## src/rtl/scroll_writer_pkg.sv

```systemverilog
// Shared definitions for the scrolling seven-segment message writer:
// FSM states, display geometry and the cyclic index helper.
package scroll_writer_pkg;

   typedef enum logic [1:0] {
      IDLE,
      BURST,
      ADVANCE
   } state_t;

   localparam logic [6:0] SEG_BLANK = 7'h7F;  // all segments off (active-low)
   localparam int         MSG_DEPTH = 16;
   localparam int         DIGITS    = 8;

   // Step a message index by one, wrapping to 0 at the message length.
   // Callers keep ptr < len, so a single compare replaces a modulo.
   function automatic logic [3:0] wrap_inc(input logic [3:0] ptr, input logic [4:0] len);
      logic [4:0] nxt;
      nxt = {1'b0, ptr} + 5'd1;
      return (nxt >= len) ? 4'd0 : nxt[3:0];
   endfunction

endpackage

```

## src/rtl/scroll_writer_tick_gen.sv

```systemverilog
// Free-running divider: asserts tick for one cycle every TICK_DIV cycles.
module tick_gen #(
   parameter int TICK_DIV = 25000000
) (
   input  logic Clock,
   input  logic Resetn,
   output logic tick
);

   localparam int            CW   = (TICK_DIV > 1) ? $clog2(TICK_DIV) : 1;
   localparam logic [CW-1:0] LAST = CW'(TICK_DIV - 1);

   logic [CW-1:0] count;

   // Count 0..TICK_DIV-1 continuously; the scroll FSM decides whether to use the tick.
   // NOTE: state registers use non-blocking assignments so every flop samples pre-edge values.
   always_ff @(posedge Clock or negedge Resetn) begin
      if (!Resetn)
         count <= '0;
      else if (count == LAST)
         count <= '0;
      else
         count <= count + CW'(1);
   end

   assign tick = (count == LAST);

endmodule

```

## src/rtl/scroll_writer.sv

```systemverilog
// Scrolling message writer: on each tick (while run is high) writes eight
// digit patterns to the display stage, leftmost digit first, then advances
// the scroll offset by one character.
module scroll_writer
   import scroll_writer_pkg::*;
#(
   parameter int          TICK_DIV  = 25000000,
   parameter logic [15:0] BASE_ADDR = 16'h0000
) (
   input  logic        Clock,
   input  logic        Resetn,
   input  logic        run,
   input  logic        ld_en,
   input  logic [3:0]  ld_addr,
   input  logic [6:0]  ld_data,
   input  logic [4:0]  msg_len,
   output logic [15:0] ADDR,
   output logic [15:0] data,
   output logic        wren,
   output logic        busy
);

   logic       tick;
   logic [6:0] msg_mem [MSG_DEPTH];

   state_t      state_q, state_d;
   logic [2:0]  idx_q, idx_d;        // digit currently presented on the outputs
   logic [4:0]  len_q, len_d;        // message length latched for this burst
   logic [3:0]  offset_q, offset_d;  // message index shown on the leftmost digit
   logic [3:0]  ptr_q, ptr_d;        // message index of the digit on the outputs
   logic [15:0] addr_d, data_d;
   logic        wren_d, busy_d;

   logic [4:0]  len_clamped;
   logic [3:0]  start_off;
   logic [3:0]  ptr_inc;

   tick_gen #(
      .TICK_DIV (TICK_DIV)
   ) u_tick_gen (
      .Clock  (Clock),
      .Resetn (Resetn),
      .tick   (tick)
   );

   // Message store write port; reads below see the old contents in the write cycle.
   // NOTE: the store has no reset -- clearing a RAM array costs a reset tree and its contents are loaded before use.
   always_ff @(posedge Clock) begin
      if (ld_en)
         msg_mem[ld_addr] <= ld_data;
   end

   assign len_clamped = (msg_len > 5'(MSG_DEPTH)) ? 5'(MSG_DEPTH) : msg_len;
   assign start_off   = ({1'b0, offset_q} >= len_clamped) ? 4'd0 : offset_q;
   assign ptr_inc     = wrap_inc(ptr_q, len_q);

   // Next-state and next-output logic; the first digit is prepared on the
   // tick itself so the first write lands one cycle after the tick.
   // NOTE: every signal gets a default first so no path can infer a latch.
   always_comb begin
      state_d  = state_q;
      idx_d    = idx_q;
      len_d    = len_q;
      offset_d = offset_q;
      ptr_d    = ptr_q;
      addr_d   = ADDR;
      data_d   = data;
      wren_d   = 1'b0;

      case (state_q)
         IDLE: begin
            if (tick && run) begin
               state_d  = BURST;
               idx_d    = '0;
               len_d    = len_clamped;
               offset_d = start_off;
               ptr_d    = start_off;
               wren_d   = 1'b1;
               addr_d   = BASE_ADDR + 16'(DIGITS - 1);
               data_d   = {9'b0, (len_clamped == '0) ? SEG_BLANK : msg_mem[start_off]};
            end
         end
         BURST: begin
            if (idx_q == 3'(DIGITS - 1)) begin
               state_d = ADVANCE;
            end else begin
               idx_d  = idx_q + 3'd1;
               ptr_d  = ptr_inc;
               wren_d = 1'b1;
               addr_d = ADDR - 16'd1;
               data_d = {9'b0, (len_q == '0) ? SEG_BLANK : msg_mem[ptr_inc]};
            end
         end
         ADVANCE: begin
            state_d  = IDLE;
            offset_d = (len_q == '0) ? 4'd0 : wrap_inc(offset_q, len_q);
         end
         default: state_d = IDLE;
      endcase
   end

   assign busy_d = (state_d != IDLE);

   // State and output registers; all module outputs come straight from here.
   always_ff @(posedge Clock or negedge Resetn) begin
      if (!Resetn) begin
         state_q  <= IDLE;
         idx_q    <= '0;
         len_q    <= '0;
         offset_q <= '0;
         ptr_q    <= '0;
         ADDR     <= '0;
         data     <= '0;
         wren     <= 1'b0;
         busy     <= 1'b0;
      end else begin
         state_q  <= state_d;
         idx_q    <= idx_d;
         len_q    <= len_d;
         offset_q <= offset_d;
         ptr_q    <= ptr_d;
         ADDR     <= addr_d;
         data     <= data_d;
         wren     <= wren_d;
         busy     <= busy_d;
      end
   end

endmodule

```

## config.mk

```make
export PLATFORM = sky130hd
export DESIGN_NAME = scroll_writer
export DESIGN_NICKNAME = d
export VERILOG_FILES = /design/src/rtl/scroll_writer_pkg.sv /design/src/rtl/scroll_writer_tick_gen.sv /design/src/rtl/scroll_writer.sv
export SDC_FILE = /design/constraint.sdc
export NUM_CORES = 1
export LEC_CHECK = 0
export CAP_MARGIN = 15
export CORE_ASPECT_RATIO = 1.2
export CORE_UTILIZATION = 30
export CTS_CLUSTER_SIZE = 16
export DETAILED_ROUTE_END_ITERATION = 10
export DONT_BUFFER_PORTS = 1
export GPL_TIMING_DRIVEN = 0
export PLACE_DENSITY_LB_ADDON = 0.2
export SYNTH_ARGS = -nofsm -noshare
export SYNTH_HDL_FRONTEND = slang
export SYNTH_SLANG_ARGS = --single-unit
```

## constraint.sdc

```tcl
create_clock -name Clock -period 3.46 [get_ports Clock]
set_clock_uncertainty 0.15 [all_clocks]
set_input_delay 0.692 -clock Clock [delete_from_list [all_inputs] [get_ports Clock]]
set_output_delay 0.692 -clock Clock [all_outputs]
set_load 0.02 [all_outputs]
```

==> impl_metrics.ini, run 1 <==
[yosys]
synth-xor-area-share = 0.0327
ys_seq_area_frac = 0.541
synth-compound-area-share = 0.139
synth_area_per_cell_sq_um = 11.3
synthCells = 830
yosys.area_share.adder = 0.0267
synth_top_family_by_area = simple AND/OR/NAND/NOR gates
synthMuxAreaShare = 0.0802
ys_warn_count = 0
async_flop_share = 0.378
yosysUniqueCellTypes = 74
synth_edf_count = 112
ys.flop_type = edfxtp_1
ys_ff_latch = 180
syn_area_sq_mm = 0.00936
synthSimpleGateAreaFrac = 0.141

[global_route]
grt_max_degree = 69
grt_pass1_wl_mm = 45.1
antenna_found_initial = 0
grt_pass1_vias = 7133
grt_overflow = 0
grtUsageTotal = 0.195

[floorplan]
io_pins = 54
core_area_sq_mm = 0.0306
die_w_um = 163
die_y_um = 196
dieArea_sq_mm = 0.0319
num_rows = 70
start_util = 0.306

[critical_path]
start_kind = register
cp-end-kind = register
crit_type = register to register
cp.arrival_ps = 3660
cp.required_ps = 3620
crit_fanout = 10

[layout]
diodes = 0
final_cell_mix = edfxtp_1, nor2_1, dfrtp_1
nets = 917
final_common_cell = edfxtp_1
fin_cells = 1286
layout-drive-gt1-share = 0.174
area_delta_synth_final_pct = 17.1

[timing]
fmax_mhz = 286
hold_viol = 0
slew_violations = 0
setup_slack_ps = -33.1
relSlewSlack = 0.329
fin_crit_sh = 1.01
fin_crit_ps = 3490
rsz0062_at_grt = true
setup_viol = 1
tightest_slew_ps = 999

[routing]
wl_per_cell_um = 23.6
drt_iter0_drc = 596
via_per_inst = 5.52
vias = 7094
drc = 0
wl_mm = 30.3
drt.antenna.violating_nets = 0
drt_pre_antenna_iters = 5

[clock_network]
cts_inserted_buffers = 17
root_buffer = clkbuf_16
cts_tree = yes
clk_pin_slew_ps = 80
cts.sinks = 180
htreeDepth = 4
cts_buffer_depth = 2
clk_latency_ps = 450

[power_and_ir_drop]
peakVddDrop_v = 0.000287
power_w = 0.00436
leakagePower_nw = 4.03
power_per_cell_area_mw_per_mm2 = 398

[status]
violations = setup timing
status = finished, violations left

[worst_hold_path]
hold_path.class = input port to register

[run]
maxCapViolations = 0

[placement]
dp.cells = 1239
dp_hpwl_mm = 21.9
portBuffers = 0
gp_congestion = 1.02
-- cells in the mapped netlist (4+ instances only) --
cell      count  share of area
o311ai_0      5         0.0047
buf_1         6         0.0024
a221oi_1      8         0.0075
o22ai_1       6         0.0040
a211oi_1     10         0.0080
edfxtp_1    112           0.36
nor3b_1       4         0.0032
nand3_1      24          0.013
inv_1        31          0.012
and3_1       11         0.0074
a31oi_1      10         0.0067
o221ai_1      5         0.0047
nor4_1        7         0.0047
a21boi_0      4         0.0032
a21oi_1      42          0.022
nand2_1      64          0.026
or3_1        11         0.0074
o31ai_1       5         0.0040
ha_1         20          0.027
buf_2         5         0.0027
xnor2_1      18          0.017
dfrtp_1      68           0.18
buf_4         9         0.0072
nand4_1       9         0.0060
xor2_1       17          0.016
o21ai_1       5         0.0027
mux4_2       10          0.024
a21o_1        6         0.0048
o211ai_1     11         0.0088
nor3_1       15         0.0080
nor2b_1       5         0.0033
and2_1        5         0.0033
o21a_1        8         0.0064
nand2b_1     17          0.011
mux2_2       12          0.014
clkbuf_1     26          0.010
o21ai_0      31          0.017
mux2i_1      39          0.042
nor2_1       73          0.029
-- metal layers --
| metal | up-vias | global-route usage | share of wire |
|---|---|---|---|
| met4 | 0 | 0.0976 | 0.040 |
| met2 | 346 | 0.311 | 0.47 |
| met3 | 60 | 0.0431 | 0.081 |
| li1 | 3188 | - | - |
| met1 | 3500 | 0.246 | 0.41 |
| met5 | - | 0 | 0 |
-- layout make-up --
class	instances	area, sq um
fillers	3021	19600
flip-flops and latches	180	5060
multi-input cells	577	4210
well taps	396	495
clock buffers	17	425
plain buffers	46	305
repair buffers	22	194
clock inverters	15	140
inverters	33	129
-- what timing repair did --
item / CTS / global route
hold buffers: 2 / 0
hold endpoints to repair: 68 / 0
buffers inserted: 12 / 2
pin swaps: 9 / 12
gates cloned: 1 / 0
setup endpoints to repair: 15 / 11
resized for setup: 56 / 46
-- worst paths after layout --
path	startpoint	to	slack [ps]	cells after the start
setup / recovery	ptr_q[0]	data[2]	-30	13
hold / removal	ld_data[3]	msg_mem[10][3]	190	0
setup reg to reg	ptr_q[0]	data[2]	-30	13
hold reg to reg	u_tick_gen.count[0]	u_tick_gen.count[0]	340	1
max in group asynchronous	Resetn	offset_q[0]	2220	2
min in group asynchronous	Resetn	ADDR[14]	660	2
-- per-stage QoR --
stage / area (sq um) / utilization / setup TNS, ps / setup WS (ps) / hold slack [ps]
global route: 11000 / 0.359 / -157 / -83.4 / 170
CTS: 10800 / 0.353 / 0 / 0.0624 / 173
detailed placement: 9930 / 0.325 / -19690 / -1630 / 248
finish: 11000 / 0.359 / -33.1 / -33.1 / 188
global placement: 9890 / 0.323 / -20820 / -1710 / 248
floorplan: 9390 / - / 0 / 3.83 / 246
-- state kept, by name, summed over array words and instances, names as in the netlist --
| signal | flops |
|---|---|
| ADDR | 16 |
| wren | 1 |
| msg_mem | 112 |
| idx_q | 3 |
| u_tick_gen.count | 25 |
| ptr_q | 4 |
| len_q | 5 |
| offset_q | 4 |
| data | 7 |
| busy | 1 |
| state_q | 2 |
-- cell families after synthesis --
family	after synthesis
xor gates and xnor gates	35
DFF	180
other	1
and+or+nand+nor	264
muxes	61
adders and majority gates	20
buffers and inverters	81
AOI/OAI and AO/OA	188
-- critical path, cell delays in order (launching register included) --
cell and delay [ps]:
dfrtp_1 430, ha_4 200, xnor2_4 140, inv_1 70
clkbuf_8 190, ha_4 300, nand2_1 90, o21a_2 260
o211ai_1 290, buf_4 220, o22ai_1 90, a221oi_1 440
a2111oi_2 80, o31ai_1 390
-- report_power, final --
group / switching (W) / total (W) / internal, W
combinational: 0.0000942 / 0.000142 / 0.0000474
clock: 0.000935 / 0.00189 / 0.000955
sequential: 0.0000152 / 0.00233 / 0.00232
total: 0.00104 / 0.00436 / 0.00332
No activity file was read; power rests on OpenSTA's default activity.
==> run 2: changes to the inputs <==
Settings changed: CORE_ASPECT_RATIO 1.2 to default, PLACE_DENSITY_LB_ADDON 0.2 to 0.12.
==> impl_metrics.ini, run 2 (same netlist as run 1, synthesis figures left out) <==
[status]
status = finished, violations left
violations = DRC

[layout]
fillerInstances = 3051
postLayoutCoreUtil = 0.356
final_cell_mix = edfxtp_1, nor2_1, dfrtp_1
layout-drive-gt1-share = 0.167
seq_area_sq_mm = 0.00506
area_delta_synth_final_pct = 16.7
largest_registers = msg_mem x112, u_tick_gen.count x25, ADDR x16
multi_input_area_sq_mm = 0.00416
fin_cells = 1287
largest_reg_flops = 112
final_common_cell = edfxtp_1
stdcell_area_sq_mm = 0.0109
diodes = 0
regMostFlops = msg_mem
nets = 918

[floorplan]
die_w_um = 179
num_rows = 64
io_pins = 54
die_y_um = 179
core_area_sq_mm = 0.0307
dieArea_sq_mm = 0.0319
start_util = 0.305

[critical_path]
crit_fanout = 10
cp.arrival_ps = 3580
cp-end-kind = register
crit_type = input port to register
start_kind = input port
cp.required_ps = 3620

[placement]
gp_congestion = 0.891
dp_hpwl_mm = 22.5
portBuffers = 0
dpl_cell_area_sq_mm = 0.00992
dp.cells = 1237

[timing]
hold_viol = 0
tightest_slew_ps = 1140
relSlewSlack = 0.236
fin_crit_sh = 0.989
hold_ws_ps = 193
fin_crit_ps = 3420
setup_tns_ps = 0
slew_violations = 0
setup_viol = 0
fmax_mhz = 292

[global_route]
antenna_found_initial = 0
grt_max_degree = 69
grt_overflow = 0
grtUsageTotal = 0.200
grt_pass1_wl_mm = 45.2
grt_pass1_vias = 6904

[power_and_ir_drop]
power_per_cell_area_mw_per_mm2 = 401
leakagePower_nw = 4.02
peakVddDrop_v = 0.000316

[routing]
drt_pre_antenna_iters = 9
drc = 2
via_per_inst = 5.45
wl_per_cell_um = 24.0
drt.antenna.violating_nets = 0
wl_mm = 30.9
vias = 7015
drt_iter0_drc = 610

[worst_hold_path]
hold_path.class = input port to register

[clock_network]
clk_latency_ps = 440
root_buffer = clkbuf_16
cts_inserted_buffers = 17
cts_buffer_depth = 2
htreeDepth = 4
cts.sinks = 180
clk_pin_slew_ps = 80
cts_tree = yes

[run]
maxCapViolations = 0
==> run 2: layout make-up <==
class                           count  share of cell area
Multi-Input combinational cell    577               0.381
Tap cell                          396              0.0453
Clock buffer                       17              0.0389
Sequential cell                   180               0.464
Inverter                           33              0.0118
Buffer                             46              0.0282
Clock inverter                     15              0.0129
Timing Repair Buffer               23              0.0183
==> run 2: final timing paths <==
| path | from | end | slack, ps | cells past startpoint |
|---|---|---|---|---|
| max | msg_len[4] | data[5] | 40 | 12 |
| min | ld_data[2] | msg_mem[12][2] | 190 | 0 |
| max reg2reg | ptr_q[1] | data[0] | 80 | 14 |
| min reg2reg | u_tick_gen.count[4] | u_tick_gen.count[4] | 330 | 1 |
| max in group asynchronous | Resetn | u_tick_gen.count[21] | 2190 | 2 |
| min in group asynchronous | Resetn | ADDR[1] | 690 | 2 |
==> run 2: power by group <==
| group | switching (W) | internal, W | total (W) |
|---|---|---|---|
| clock | 0.000950 | 0.000957 | 0.00191 |
| combinational | 0.0000933 | 0.0000458 | 0.000139 |
| sequential | 0.0000158 | 0.00232 | 0.00233 |
| total | 0.00106 | 0.00332 | 0.00438 |
==> run 2: stage by stage <==
step / power, W / setup WS (ps)
floorplan: 0.00245 / 3.83
global placement: 0.00249 / -1810
detailed placement: 0.00249 / -1740
CTS: 0.00441 / 12.7
global route: 0.00450 / -13.3
finish: 0.00438 / 36.8
==> run 2: worst max-delay path, stage by stage <==
cell and delay (ps):
clkbuf_1 490, nor2b_1 140, ha_1 290, nand2b_1 170
a2111oi_4 280, buf_4 220, or3_1 110, buf_2 240
nand2_1 230, a2111oi_1 430, o21a_1 180, o211ai_1 100
==> run 2: metal layers <==
| layer | GRT usage | part of all wire | vias to the layer above |
|---|---|---|---|
| met2 | 0.304 | 0.44 | 272 |
| met4 | 0.0671 | 0.027 | 0 |
| met3 | 0.0496 | 0.074 | 48 |
| met5 | 0 | 0 | - |
| met1 | 0.276 | 0.46 | 3512 |
| li1 | - | - | 3183 |
==> run 2: repair_timing <==
| action | in CTS | in global routing |
|---|---|---|
| pin swaps | 7 | 5 |
| hold buffers | 2 | 0 |
| buffers inserted | 15 | 2 |
| endpoints found under the hold margin | 68 | 0 |
| gates cloned | 1 | 0 |
| gates resized for setup | 61 | 23 |
| endpoints found under the setup margin | 15 | 9 |
